File: src/rtl/cmd_dispatcher.sv
// cmd_dispatcher
// Consumer stage of the 64-bit host command FIFO. Pops one command at a
// time, holds it until the sample-time counter reaches the command's start
// time, then issues it as a register write on the internal unit bus with a
// valid/ack handshake and an ack timeout. Commands addressed to CTRL_UNIT
// are time-control pseudo-commands handled here and never reach the bus.
//
// Command word: [63:32] start_time, [31:24] unit, [23:16] reg, [15:0] data
//
// Ports:
//   clk, rst            clock, synchronous active-high reset
//   cmd_fifo_data_out   FIFO read data, valid the cycle after cmd_fifo_rd_en
//   cmd_fifo_empty      FIFO empty flag
//   cmd_fifo_rd_en      one-cycle pop strobe (high only in POP)
//   bus_unit/reg/data   write target and payload, stable while bus_valid
//   bus_valid, bus_ack  write handshake
//   cur_time            free-running sample-time counter
//   busy                high whenever the FSM is not idle
//   timeout_err         sticky ack-timeout flag, cleared by err_clear
//   cmd_count           completed commands (issued or handled), wraps
module cmd_dispatcher #(
  parameter int         ACK_TIMEOUT = 255,
  parameter logic [7:0] CTRL_UNIT   = 8'hFF
) (
  input  logic        clk,
  input  logic        rst,
  input  logic [63:0] cmd_fifo_data_out,
  input  logic        cmd_fifo_empty,
  output logic        cmd_fifo_rd_en,
  output logic [7:0]  bus_unit,
  output logic [7:0]  bus_reg,
  output logic [15:0] bus_data,
  output logic        bus_valid,
  input  logic        bus_ack,
  output logic [31:0] cur_time,
  output logic        busy,
  output logic        timeout_err,
  input  logic        err_clear,
  output logic [15:0] cmd_count
);

  localparam logic [2:0] S_IDLE  = 3'd0;
  localparam logic [2:0] S_POP   = 3'd1;
  localparam logic [2:0] S_LATCH = 3'd2;
  localparam logic [2:0] S_WAIT  = 3'd3;
  localparam logic [2:0] S_EXEC  = 3'd4;
  localparam logic [2:0] S_ISSUE = 3'd5;

  localparam logic [15:0] TO_LIMIT = 16'(ACK_TIMEOUT);

  localparam logic [7:0] CTRL_NOP   = 8'h00;
  localparam logic [7:0] CTRL_CLEAR = 8'h01;

  logic [2:0]  state;
  logic [63:0] cmd;
  logic [15:0] to_cnt;
  logic [15:0] to_nxt;

  logic [31:0] cmd_start;
  logic [7:0]  cmd_unit;
  logic [7:0]  cmd_reg;
  logic [15:0] cmd_data;

  assign cmd_start = cmd[63:32];
  assign cmd_unit  = cmd[31:24];
  assign cmd_reg   = cmd[23:16];
  assign cmd_data  = cmd[15:0];

  assign to_nxt = to_cnt + 16'd1;
  assign busy   = (state != S_IDLE);

  always_ff @(posedge clk) begin
    if (rst) begin
      state          <= S_IDLE;
      cmd            <= '0;
      to_cnt         <= '0;
      cmd_fifo_rd_en <= 1'b0;
      bus_unit       <= '0;
      bus_reg        <= '0;
      bus_data       <= '0;
      bus_valid      <= 1'b0;
      cur_time       <= '0;
      timeout_err    <= 1'b0;
      cmd_count      <= '0;
    end else begin
      // Defaults; later assignments in the case below take priority, so a
      // control clear overrides the increment and a timeout overrides
      // err_clear in the same cycle.
      cur_time <= cur_time + 32'd1;
      if (err_clear)
        timeout_err <= 1'b0;

      case (state)
        S_IDLE: begin
          if (!cmd_fifo_empty) begin
            cmd_fifo_rd_en <= 1'b1;
            state          <= S_POP;
          end
        end

        S_POP: begin
          cmd_fifo_rd_en <= 1'b0;
          state          <= S_LATCH;
        end

        S_LATCH: begin
          cmd <= cmd_fifo_data_out;
          // Compare directly against the incoming word so a command whose
          // start time has already passed skips WAIT and reaches the bus
          // four cycles after the FIFO goes non-empty.
          if (cur_time >= cmd_fifo_data_out[63:32])
            state <= S_EXEC;
          else
            state <= S_WAIT;
        end

        S_WAIT: begin
          // Plain unsigned compare: after a wrap a large start time simply
          // waits for the counter to climb back up to it.
          if (cur_time >= cmd_start)
            state <= S_EXEC;
        end

        S_EXEC: begin
          if (cmd_unit == CTRL_UNIT) begin
            case (cmd_reg)
              CTRL_CLEAR: cur_time <= '0;
              CTRL_NOP:   ;
              default:    ;
            endcase
            cmd_count <= cmd_count + 16'd1;
            state     <= S_IDLE;
          end else begin
            bus_unit  <= cmd_unit;
            bus_reg   <= cmd_reg;
            bus_data  <= cmd_data;
            bus_valid <= 1'b1;
            to_cnt    <= '0;
            state     <= S_ISSUE;
          end
        end

        S_ISSUE: begin
          // Ack is checked first so an ack arriving on the timeout cycle
          // still completes the write without flagging an error.
          if (bus_ack) begin
            bus_valid <= 1'b0;
            cmd_count <= cmd_count + 16'd1;
            state     <= S_IDLE;
          end else if (to_nxt >= TO_LIMIT) begin
            bus_valid   <= 1'b0;
            timeout_err <= 1'b1;
            state       <= S_IDLE;
          end else begin
            to_cnt <= to_nxt;
          end
        end

        default: begin
          cmd_fifo_rd_en <= 1'b0;
          bus_valid      <= 1'b0;
          state          <= S_IDLE;
        end
      endcase
    end
  end

endmodule

File: config.mk
export PLATFORM = sky130hd
export DESIGN_NAME = cmd_dispatcher
export DESIGN_NICKNAME = d
export VERILOG_FILES = /design/src/rtl/cmd_dispatcher.sv
export SDC_FILE = /design/constraint.sdc
export NUM_CORES = 1
export LEC_CHECK = 0
export CAP_MARGIN = 15
export CORE_MARGIN = 8
export CORE_UTILIZATION = 40
export CTS_CLUSTER_SIZE = 14
export DETAILED_ROUTE_END_ITERATION = 10
export MAX_ROUTING_LAYER = met4
export SLEW_MARGIN = 20
export SYNTH_ARGS = -nofsm -noshare
export SYNTH_HDL_FRONTEND = slang
export SYNTH_SLANG_ARGS = --single-unit
File: constraint.sdc
create_clock -name clk -period 2.91 [get_ports clk]
set_clock_uncertainty 0.2 [all_clocks]
set_input_delay 0.4365 -clock clk [delete_from_list [all_inputs] [get_ports clk]]
set_output_delay 0.4365 -clock clk [all_outputs]
set_load 0.02 [all_outputs]
* After elaboration in Yosys (flattened, before gate mapping)
Cells that the tools add are included.
Storage, ports and cells: register bits after elaboration 166, logic and storage cells 73, ROM bits 0, output and inout bits 84, RAM bits 0, memories 0, latch bits 0
Cells by class: magnitude comparators 3, multipliers 0, equality and inequality tests 15, reductions and logical operators 11, divide/modulo/power cells 0, add/subtract/negate cells 3, muxes and demuxes 27, shift-type cells 0, bitwise logic cells 3
Operators by type and width (count):
- $mux W32 | 3
- $mux W16 | 5
- $ge A32 B32 Y1 | 2
- $pmux W16 S2 | 2
- $add A16 B1 Y16 const B | 2
- $add A32 B1 Y32 const B | 1
- $mux W3 | 6
- $pmux W3 S6 | 1
- $ge A16 B8 Y1 const B | 1
- $ne A2 B2 Y1 const B | 7
- $reduce_and A3 Y1 | 3
- $eq A8 B1 Y1 const B | 1
- $eq A8 B8 Y1 const B | 1
- $mux W1 | 8
- $reduce_or A4 Y1 | 2
- $eq A3 B2 Y1 const B | 2
- $eq A3 B3 Y1 const B | 2
- $reduce_and A2 Y1 | 2
- $reduce_and A4 Y1 | 1
- $eq A3 B1 Y1 const B | 1
- $logic_not A3 Y1 | 1
- $ne A3 B3 Y1 const B | 1
- $not A1 Y1 | 3
- $pmux W1 S3 | 1
- other kinds (3) | 3

* Logic depth before layout (Yosys ltp)
Gate-level depths: netlist of run 1.
depth after elaboration 5, depth in mapped cells 8

* Least setup slack after synthesis of run 1
No wires, ideal clock.
path kind register -> register, from reg cur_time[0], to reg state[0], stages on the path, launching flop included 9, slack 0.397 ns, clock period less this slack 2.513 ns, buffers on the path 0, arrival time 2.188 ns, setup time 0.125 ns, cells stage by stage dfxtp_1 > inv_1 > ha_1 > nand2b_1 > a2111oi_0 > or4_1 > a311oi_1 > nor2_1 > o41a_1
Between the ends: longest elaborated chain between the ends 3
RTL lines:
- start: declaration | RTL line 35 | output logic [31:0] cur_time,
- start signal: assignment | RTL line 89 | cur_time <= cur_time + 32'd1;
- $ge A32 B32 Y1 (on tied branches) | RTL line 111, 120
- $mux W3 / $ne A2 B2 Y1 (equally long branches)
- $pmux W3 S6 / $reduce_and A3 Y1 (equally long branches)
- end signal: assignment | RTL line 97 | state <= S_POP;
- end signal: assignment | RTL line 112 | state <= S_EXEC;
- end signal: assignment | RTL line 114 | state <= S_WAIT;
- end: declaration | RTL line 54 | logic [2:0] state;
Parallel ways exist; a longest one is shown, timed or not. A chain may end at the register's enable or synchronous reset.

* Worst setup path after layout of run 1
from in cmd_fifo_data_out[62], to reg state[0]
Between the ends: longest elaborated chain between the ends 3
RTL lines:
- start: declaration | RTL line 27 | input logic [63:0] cmd_fifo_data_out,
- $ge A32 B32 Y1 | RTL line 111 | if (cur_time >= cmd_fifo_data_out[63:32])
- $mux W3 | RTL line 111
- $pmux W3 S6 | RTL line 93 | case (state)
Every way passes these cells.

==> results of run 1 <==
==> cell type report <==
cell class	count	area [um2]
Antenna cell	2	5.00
Clock buffer	17	425
Clock inverter	15	163
Fill cell	1957	9390
Inverter	82	308
Multi-Input combinational cell	738	4420
Sequential cell	166	3320
Tap cell	270	338
Timing Repair Buffer	186	1800
==> cell usage after synthesis (all sizes together) (2+ instances only) <==
cell type  instances
buf                6
inv               82
a211oi             7
ha                68
clkbuf            38
dfxtp            166
a21oi            122
nand3             24
and3              10
o21a               3
o211ai             4
o31ai              2
a32oi              2
a221oi             4
nor2              65
nor4               7
and4               8
or3                7
nor3              18
and2              11
nand2            233
a21o               6
xor2              19
xnor2             27
nand2b             8
a31oi              3
nand4             22
nor3b              3
nor2b              2
nor4b              4
a221o              2
a311oi             3
o22ai              2
o21ai             21
o31a               2
==> cell families after synthesis <==
logic type      count (synthesis)  synth area share (%)
simple gates                  426                  23.6
compound gates                197                  14.6
fa+ha+maj                      68                  10.4
mux                             1                 0.122
xor+xnor                       46                  4.92
flops                         166                  40.6
buf+inv                       126                  5.82
==> where the power goes <==
part	internal [mW]	switching, mW
logic	0.530	0.818
registers	2.50	0.150
clock network	1.22	1.04
==> worst max-delay path, delay by kind of cell <==
family          cells  cell delay, ps
simple gates        3             660
fa+ha+maj           1             290
compound gates      2             850
buf+inv             2             580
==> routing by layer <==
layer	wire length [um]	share of wire, %
met1	10800	48
met2	10600	47
met3	730	3.2
met4	323	1.4
met5	0	0
==> worst paths after layout <==
path | startpoint | to | slack, ps | cells after the start
max | cmd_fifo_data_out[62] | state[0] | 200 | 8
min | rst | bus_data[3] | 200 | 2
max reg2reg | cur_time[11] | state[0] | 250 | 6
min reg2reg | cmd[2] | bus_data[2] | 250 | 2
==> metrics by stage <==
step | hold slack [ps] | cell area [um2] | TNS (ps) | total power [mW] | util, %
3_3_place_gp | 239 | 10200 | -556 | 4.05 | 50.5
2_1_floorplan | 232 | 8190 | 0 | 3.54 | -
3_5_place_dp | 242 | 10200 | -600 | 4.06 | 50.5
4_1_cts | 184 | 10800 | 0 | 6.33 | 53.4
6_report | 201 | 10800 | 0 | 6.26 | 53.4
5_1_grt | 199 | 10800 | 0 | 6.62 | 53.4
==> results.json, run 1 <==
{
  "rsz0062_at_grt": "no",
  "met2_usage_pct": 29.3,
  "cts_hold_buf": 0,
  "synth-seq-cells": 166,
  "dpl.cell_count": 1442,
  "portBuffers": 152,
  "period_minus_slack_ps": 2710,
  "netlist_area_mm2": 0.00819,
  "die_area_mm2": 0.0253,
  "final_cells": 1476,
  "grtUsageTotal_pct": 18.1,
  "maxCapViolations": 0,
  "initial_core_util_pct": 40.6,
  "ios": 153,
  "layout-drive-gt1-share_pct": 6.64,
  "cellPowerDensity_mw_per_mm2": 581,
  "cts_tree": "built",
  "p_leak_nw": 4.14,
  "setup_ws_ps": 200,
  "cp_data_required_time_ps": 3020,
  "cts_repair_resize_count": 0,
  "synth_area_leaders": "dfxtp_1 (41%), nand2_1 (11%), ha_1 (10%), a21oi_1 (7.5%), inv_1 (3.8%)",
  "mostFrequentLayoutCell": "nand2_1",
  "drt_iter0_markers": 297,
  "htreeDepth": 4,
  "place.gp.congestion": 0.820,
  "cts_buffers": 17,
  "slew_viol_final": 0,
  "wl_per_cell_um": 15.2,
  "period_share_pct": 93.1,
  "synth_top_area_share_pct": 40.6,
  "ir_worst_vdd_uv": 376,
  "dp_hpwl_um": 16200,
  "antenna_found_initial": 2,
  "cp_cell_sequence": "clkdlybuf4s50_1 -> inv_1 -> ha_1 -> and4_1 -> nand4_1 -> a211oi_1 -> nor3_1 -> o41a_1",
  "grt_use_met3_pct": 3.77,
  "first_global_vias": 7076,
  "fmax_mhz": 369,
  "synth.avg_cell_area_um2": 7.95,
  "startpoint_type": "input pin",
  "synthFlopType": "dfxtp_1",
  "drc": 0,
  "grt-ovfl-total": 0,
  "worstPathArrival_ps": 2810,
  "busiest_layer": "met2",
  "grt_pass1_wl_um": 36900,
  "largest_register_ffs": 64,
  "syn_inst": 1030,
  "ant_nets": 0,
  "grt_max_degree": 60,
  "detail_route.vias_per_cell": 4.99,
  "ys_types": 62,
  "cp_slowest_stage_delay_ps": 520,
  "syn_nets": 1167,
  "die_h_um": 159,
  "grtUsageMet1_pct": 22.5,
  "drt-total-wl_um": 22500,
  "die_w_um": 159,
  "rows": 52,
  "setup_viol": 0,
  "postCtsSetupRepairBufs": 0,
  "cp-end-kind": "register",
  "via_count": 7359,
  "cts_root_buf": "clkbuf_16",
  "synthArstFlopShare_pct": 0,
  "seq_area_frac_synth_pct": 40.6,
  "path_clk_slew_ps": 70,
  "slew_headroom_pct": 49.7,
  "crit_fanout": 2,
  "layout_common_cells": "nand2_1 (233), dfxtp_1 (166), clkdlybuf4s50_1 (151)",
  "hp-class": "input pin to register",
  "cp_slowest_cell": "clkdlybuf4s50_1",
  "run_status": "complete, no violations",
  "layout.nets": 1328,
  "yosysWarnings": 0,
  "clk_latency_ps": 430,
  "pre_cts_slack_ps": -233,
  "drt-pass1-iter-count": 5,
  "path_class": "input pin to register",
  "numClockSinks": 166,
  "area_growth_pct": 31.6,
  "synth_top_area_cell": "dfxtp_1",
  "fp.coreArea_mm2": 0.0202,
  "hold_violations": 0,
  "clock_path_buffers": 2,
  "tightest_slew_ps": 754,
  "synth-edff-count": 0
}
Power figures use the tool's default switching activity.
==> run 2: changes to the inputs <==
--- a/config.mk
+++ b/config.mk
@@ -11,6 +11,7 @@
 export CTS_CLUSTER_SIZE = 14
 export DETAILED_ROUTE_END_ITERATION = 10
 export MAX_ROUTING_LAYER = met4
+export RECOVER_POWER = 25
 export SLEW_MARGIN = 20
 export SYNTH_ARGS = -nofsm -noshare
 export SYNTH_HDL_FRONTEND = slang
==> results.json, run 2 (synthesis gave the netlist of run 1 again) <==
{
  "largest_register_ffs": 64,
  "maxCapViolations": 0,
  "grt_pass1_wl_um": 36900,
  "rsz0062_at_grt": "no",
  "startpoint_type": "input pin",
  "grt-ovfl-total": 0,
  "htreeDepth": 4,
  "path_clk_slew_ps": 70,
  "detail_route.vias_per_cell": 4.98,
  "fp.coreArea_mm2": 0.0202,
  "path_class": "input pin to register",
  "cts_root_buf": "clkbuf_16",
  "cts_buffers": 17,
  "layout-drive-gt1-share_pct": 6.56,
  "cp_cell_sequence": "clkdlybuf4s50_1 -> inv_1 -> ha_1 -> and4_1 -> nand4_1 -> a211oi_1 -> nor3_1 -> o41a_1",
  "area_growth_pct": 31.6,
  "crit_start": "cmd_fifo_data_out[62]",
  "die_w_um": 159,
  "crit_fanout": 2,
  "r2r_start": "cur_time[11]",
  "layout.nets": 1328,
  "cp_slowest_cell": "clkdlybuf4s50_1",
  "fmax_mhz": 369,
  "layout_common_cells": "nand2_1 (233), dfxtp_1 (166), clkdlybuf4s50_1 (126)",
  "first_global_vias": 7076,
  "period_minus_slack_ps": 2710,
  "p_leak_nw": 4.23,
  "mostFrequentLayoutCell": "nand2_1",
  "run_status": "complete, no violations",
  "slew_headroom_pct": 2.00,
  "total_power_mw": 6.26,
  "via_count": 7357,
  "placed_area_mm2": 0.0102,
  "nFillCells": 1958,
  "final_area_mm2": 0.0108,
  "die_h_um": 159,
  "setup_ws_ps": 200,
  "drt-total-wl_um": 22400,
  "cts_tree": "built",
  "pre_cts_slack_ps": -233,
  "slew_viol_final": 0,
  "drc": 0,
  "hold_violations": 0,
  "dp_hpwl_um": 16200,
  "rows": 52,
  "setup_viol": 0,
  "antenna_found_initial": 2,
  "tightest_slew_ps": 1470,
  "grtUsageTotal_pct": 18.1,
  "worstPathArrival_ps": 2810,
  "hp-class": "input pin to register",
  "cts_hold_buf": 0,
  "clk_latency_ps": 430,
  "hp-start": "rst",
  "die_area_mm2": 0.0253,
  "cp_slowest_stage_delay_ps": 520,
  "numClockSinks": 166,
  "initial_core_util_pct": 40.6,
  "portBuffers": 152,
  "ir_worst_vdd_uv": 376,
  "post-route-util_pct": 53.4,
  "cpLargestDelayFamily": "compound AO/OA/AOI/OAI gates",
  "cellPowerDensity_mw_per_mm2": 581,
  "clock_path_buffers": 2,
  "cp_data_required_time_ps": 3010,
  "period_share_pct": 93.1,
  "ant_nets": 0,
  "wl_per_cell_um": 15.2,
  "grt_max_degree": 60,
  "holdWs_ps": 202,
  "ios": 153,
  "seq_area_mm2": 0.00332,
  "drt_iter0_markers": 296,
  "drt-pass1-iter-count": 5,
  "cp_num_buf_inv": 2,
  "place.gp.congestion": 0.820,
  "multi_input_area_mm2": 0.00442,
  "cp-end-kind": "register"
}
[run 2: cell count changes in the layout (fill, tap and decap cells not counted), sizes merged]
cell	before	now
clkdlybuf4s50	151	126
dlygate4sd3	0	25
[run 2: repair_timing]
item	CTS	global route
gates resized for setup	0	2
endpoints found under the setup margin	0	5
setup buffers	0	0
[run 2: final timing paths]
kind	to	slack [ps]	cells after the start
setup / recovery	state[0]	200	8
hold / removal	bus_data[3]	200	2
setup reg to reg	state[0]	250	6
hold reg to reg	bus_data[2]	250	2
[run 2: where the power goes]
group	internal, mW	switching (mW)	leakage (nW)
Sequential	2.50	0.150	1.34
Clock	1.22	1.04	0.288
Combinational	0.532	0.817	2.60
Total	4.25	2.00	4.23
[run 2: final cells by class]
cell class                      count  area share [%]
Sequential cell                   166            30.8
Clock inverter                     15            1.51
Tap cell                          270            3.13
Clock buffer                       17            3.95
Inverter                           82            2.86
Antenna cell                        2          0.0464
Multi-Input combinational cell    738            41.0
Timing Repair Buffer              186            16.7
[run 2: per-stage QoR]
step	setup TNS, ps	std cells
2_1_floorplan	0	1030
6_report	0	1476
4_1_cts	0	1474
3_5_place_dp	-600	1442
5_1_grt	0	1476
3_3_place_gp	-556	1442
[run 2: routing by layer]
metal  vias up  part of all wire, %  wire, um  global-route usage [%]
met4         0                  1.4       323                    5.36
met3        17                  3.3       737                    3.77
li1       3824                    -         -                       -
met5         -                    0         0                       -
met2       109                   47     10600                    29.3
met1      3407                   48     10700                    22.5
==> edit (config.mk and constraints of run 2) <==
Reset style: asynchronous (`rst`), changed in one clocked block. Comments in the files are not updated.
--- a/src/rtl/cmd_dispatcher.sv
+++ b/src/rtl/cmd_dispatcher.sv
@@ -69,7 +69,7 @@
   assign to_nxt = to_cnt + 16'd1;
   assign busy   = (state != S_IDLE);
 
-  always_ff @(posedge clk) begin
+  always_ff @(posedge clk or posedge rst) begin
     if (rst) begin
       state          <= S_IDLE;
       cmd            <= '0;
Behaviour: differs if rst is asserted again (counterexample within 4 cycles, from zero or initial values and one cycle with rst high); with rst held inactive, the same outputs for 4 cycles.
==> edit against run 2 <==
- wire length is 4.4% lower
- area after synthesis grew 3.7%
- final area up 4.1%
- core utilization increased by 0.12 points
- sequential cell count is the same
- setup slack improved by 0.066 ns
- critical path type is now flop to flop
- highest routed layer unchanged
Power is not compared: it rests on default switching activity, and its combinational part moved more than twofold at a synthesized area within 25%.
==> edit: results (changes against run 2) <==
metric	value	unit	change
synth top area cells	dfrtp_1, ha_1, nand2_1, mux2_2, inv_1		
sequential area share after synthesis	0.489		+0.0835
Detailed Route Iter0 Violations	282		-4.7%
number of global-route vias before repair	6803		-3.9%
Vias/cell	4.97		-0.27%
initial antenna violation count	1		-1
largest net degree at the start of global routing	40		-33%
slew margin rel.	0.315		+0.295
Min-Delay Path Class	flop to flop		
Routability Congestion	0.812		-0.96%
gr usage total	0.174		-0.00792
first-pass GRT wire length	35.4	mm	-4.1%
NumNets Final	1186		-11%
final cell count without fillers	1338		-9.3%
async set or reset register ratio after synthesis	1.00		+1.00
status	completed		
Synthesis Warnings	0		unchanged
Commonest cells post-synth	dfrtp_1, nand2_1, inv_1		
Critical Path Start Type	flop		
Post-Syn Area per Cell	9.78	um^2	+23%
Hold Crit Start	cmd[2]		
Max FO, Critical Path	8		+6
reg2reg start	to_cnt[1]		
routed len/inst	16.0	um	+5.5%
post-DP HPWL	16.0	mm	-1.2%
Clk Latency, worst-skew pair	0.43	ns	about the same
H-tree Lvls	4		unchanged
post-synth net total	1005		-14%
Yosys cell types	55		-11%
share of cells above drive strength 1	0.118		+0.0521
# Post-CTS Setup Buffers	0		unchanged
-- edit: cell types whose count changed after synthesis, moves of 7 or more --
cell	run 2	this run
xnor2_1	27	19
dfxtp_1	166	0
and2_1	9	2
clkbuf_1	38	21
dfrtp_1	0	166
nor3_1	18	11
o21ai_0	19	57
mux2_2	0	42
nand2_1	233	146
xor2_1	19	28
a21oi_1	122	28
nand2b_1	8	0
-- edit: path summary, 6_finish.rpt --
| kind | depth (start not counted) | slack, ns | endpoint |
|---|---|---|---|
| max | 9 | 0.27 | to_cnt[5] |
| min | 2 | 0.26 | bus_data[2] |
| max reg2reg | 9 | 0.27 | to_cnt[5] |
| min reg2reg | 2 | 0.26 | bus_data[2] |
| max in group asynchronous | 3 | 0.62 | cmd[41] |
| min in group asynchronous | 2 | 0.42 | cur_time[24] |
-- edit: area by class of cell --
type	count	area share
flip-flops and latches	166	0.370
multi-input cells	598	0.353
repair buffers	188	0.163
clock buffers	17	0.0379
well taps	275	0.0307
inverters	78	0.0262
clock inverters	15	0.0184
diodes	1	0.000223
-- edit: kinds of logic (layout without fill, tap and decap cells) --
family | Yosys count | in the layout | synth area share
simple gates | 319 | 319 | 0.174
flops | 166 | 166 | 0.489
compound gates | 119 | 119 | 0.0824
buf+inv | 104 | 298 | 0.0470
fa+ha+maj | 68 | 68 | 0.100
xor+xnor | 47 | 47 | 0.0485
mux | 45 | 45 | 0.0592
other cells | 0 | 1 | 0
-- edit: where the power goes --
group          internal, mW          switching, mW
registers              2.31  0.0000000000000000158
logic                 0.105                 0.0917
clock network          1.25                   1.09
total                  3.66                   1.19
-- edit: critical path: stages (launching register included) --
cell,delay [ns]
dfrtp_1,0.45
ha_1,0.27
nand3_2,0.16
nor2_1,0.08
or3_1,0.32
a211o_1,0.32
or2_1,0.28
buf_4,0.17
o21ai_0,0.19
a21o_1,0.14
-- edit: stage by stage --
step / worst slack (ns) / TNS, ns / utilization / area [um^2]
final: 0.266 / 0 / 0.535 / 11200
after global routing: 0.0171 / 0 / 0.535 / 11200
after CTS: 0.165 / 0 / 0.536 / 11200
after detailed placement: -0.0930 / -0.226 / 0.506 / 10600
after global placement: -0.0647 / -0.152 / 0.506 / 10600
after floorplan: 0.161 / 0 / - / 8500
-- edit: per-layer routing --
metal  part of all wire  track usage  vias to the layer above
li1                   -            -                     3320
met1               0.46        0.218                     3187
met2               0.48        0.280                      117
met3              0.037       0.0332                       27
met4              0.019       0.0547                        0
met5                  0            -                        -
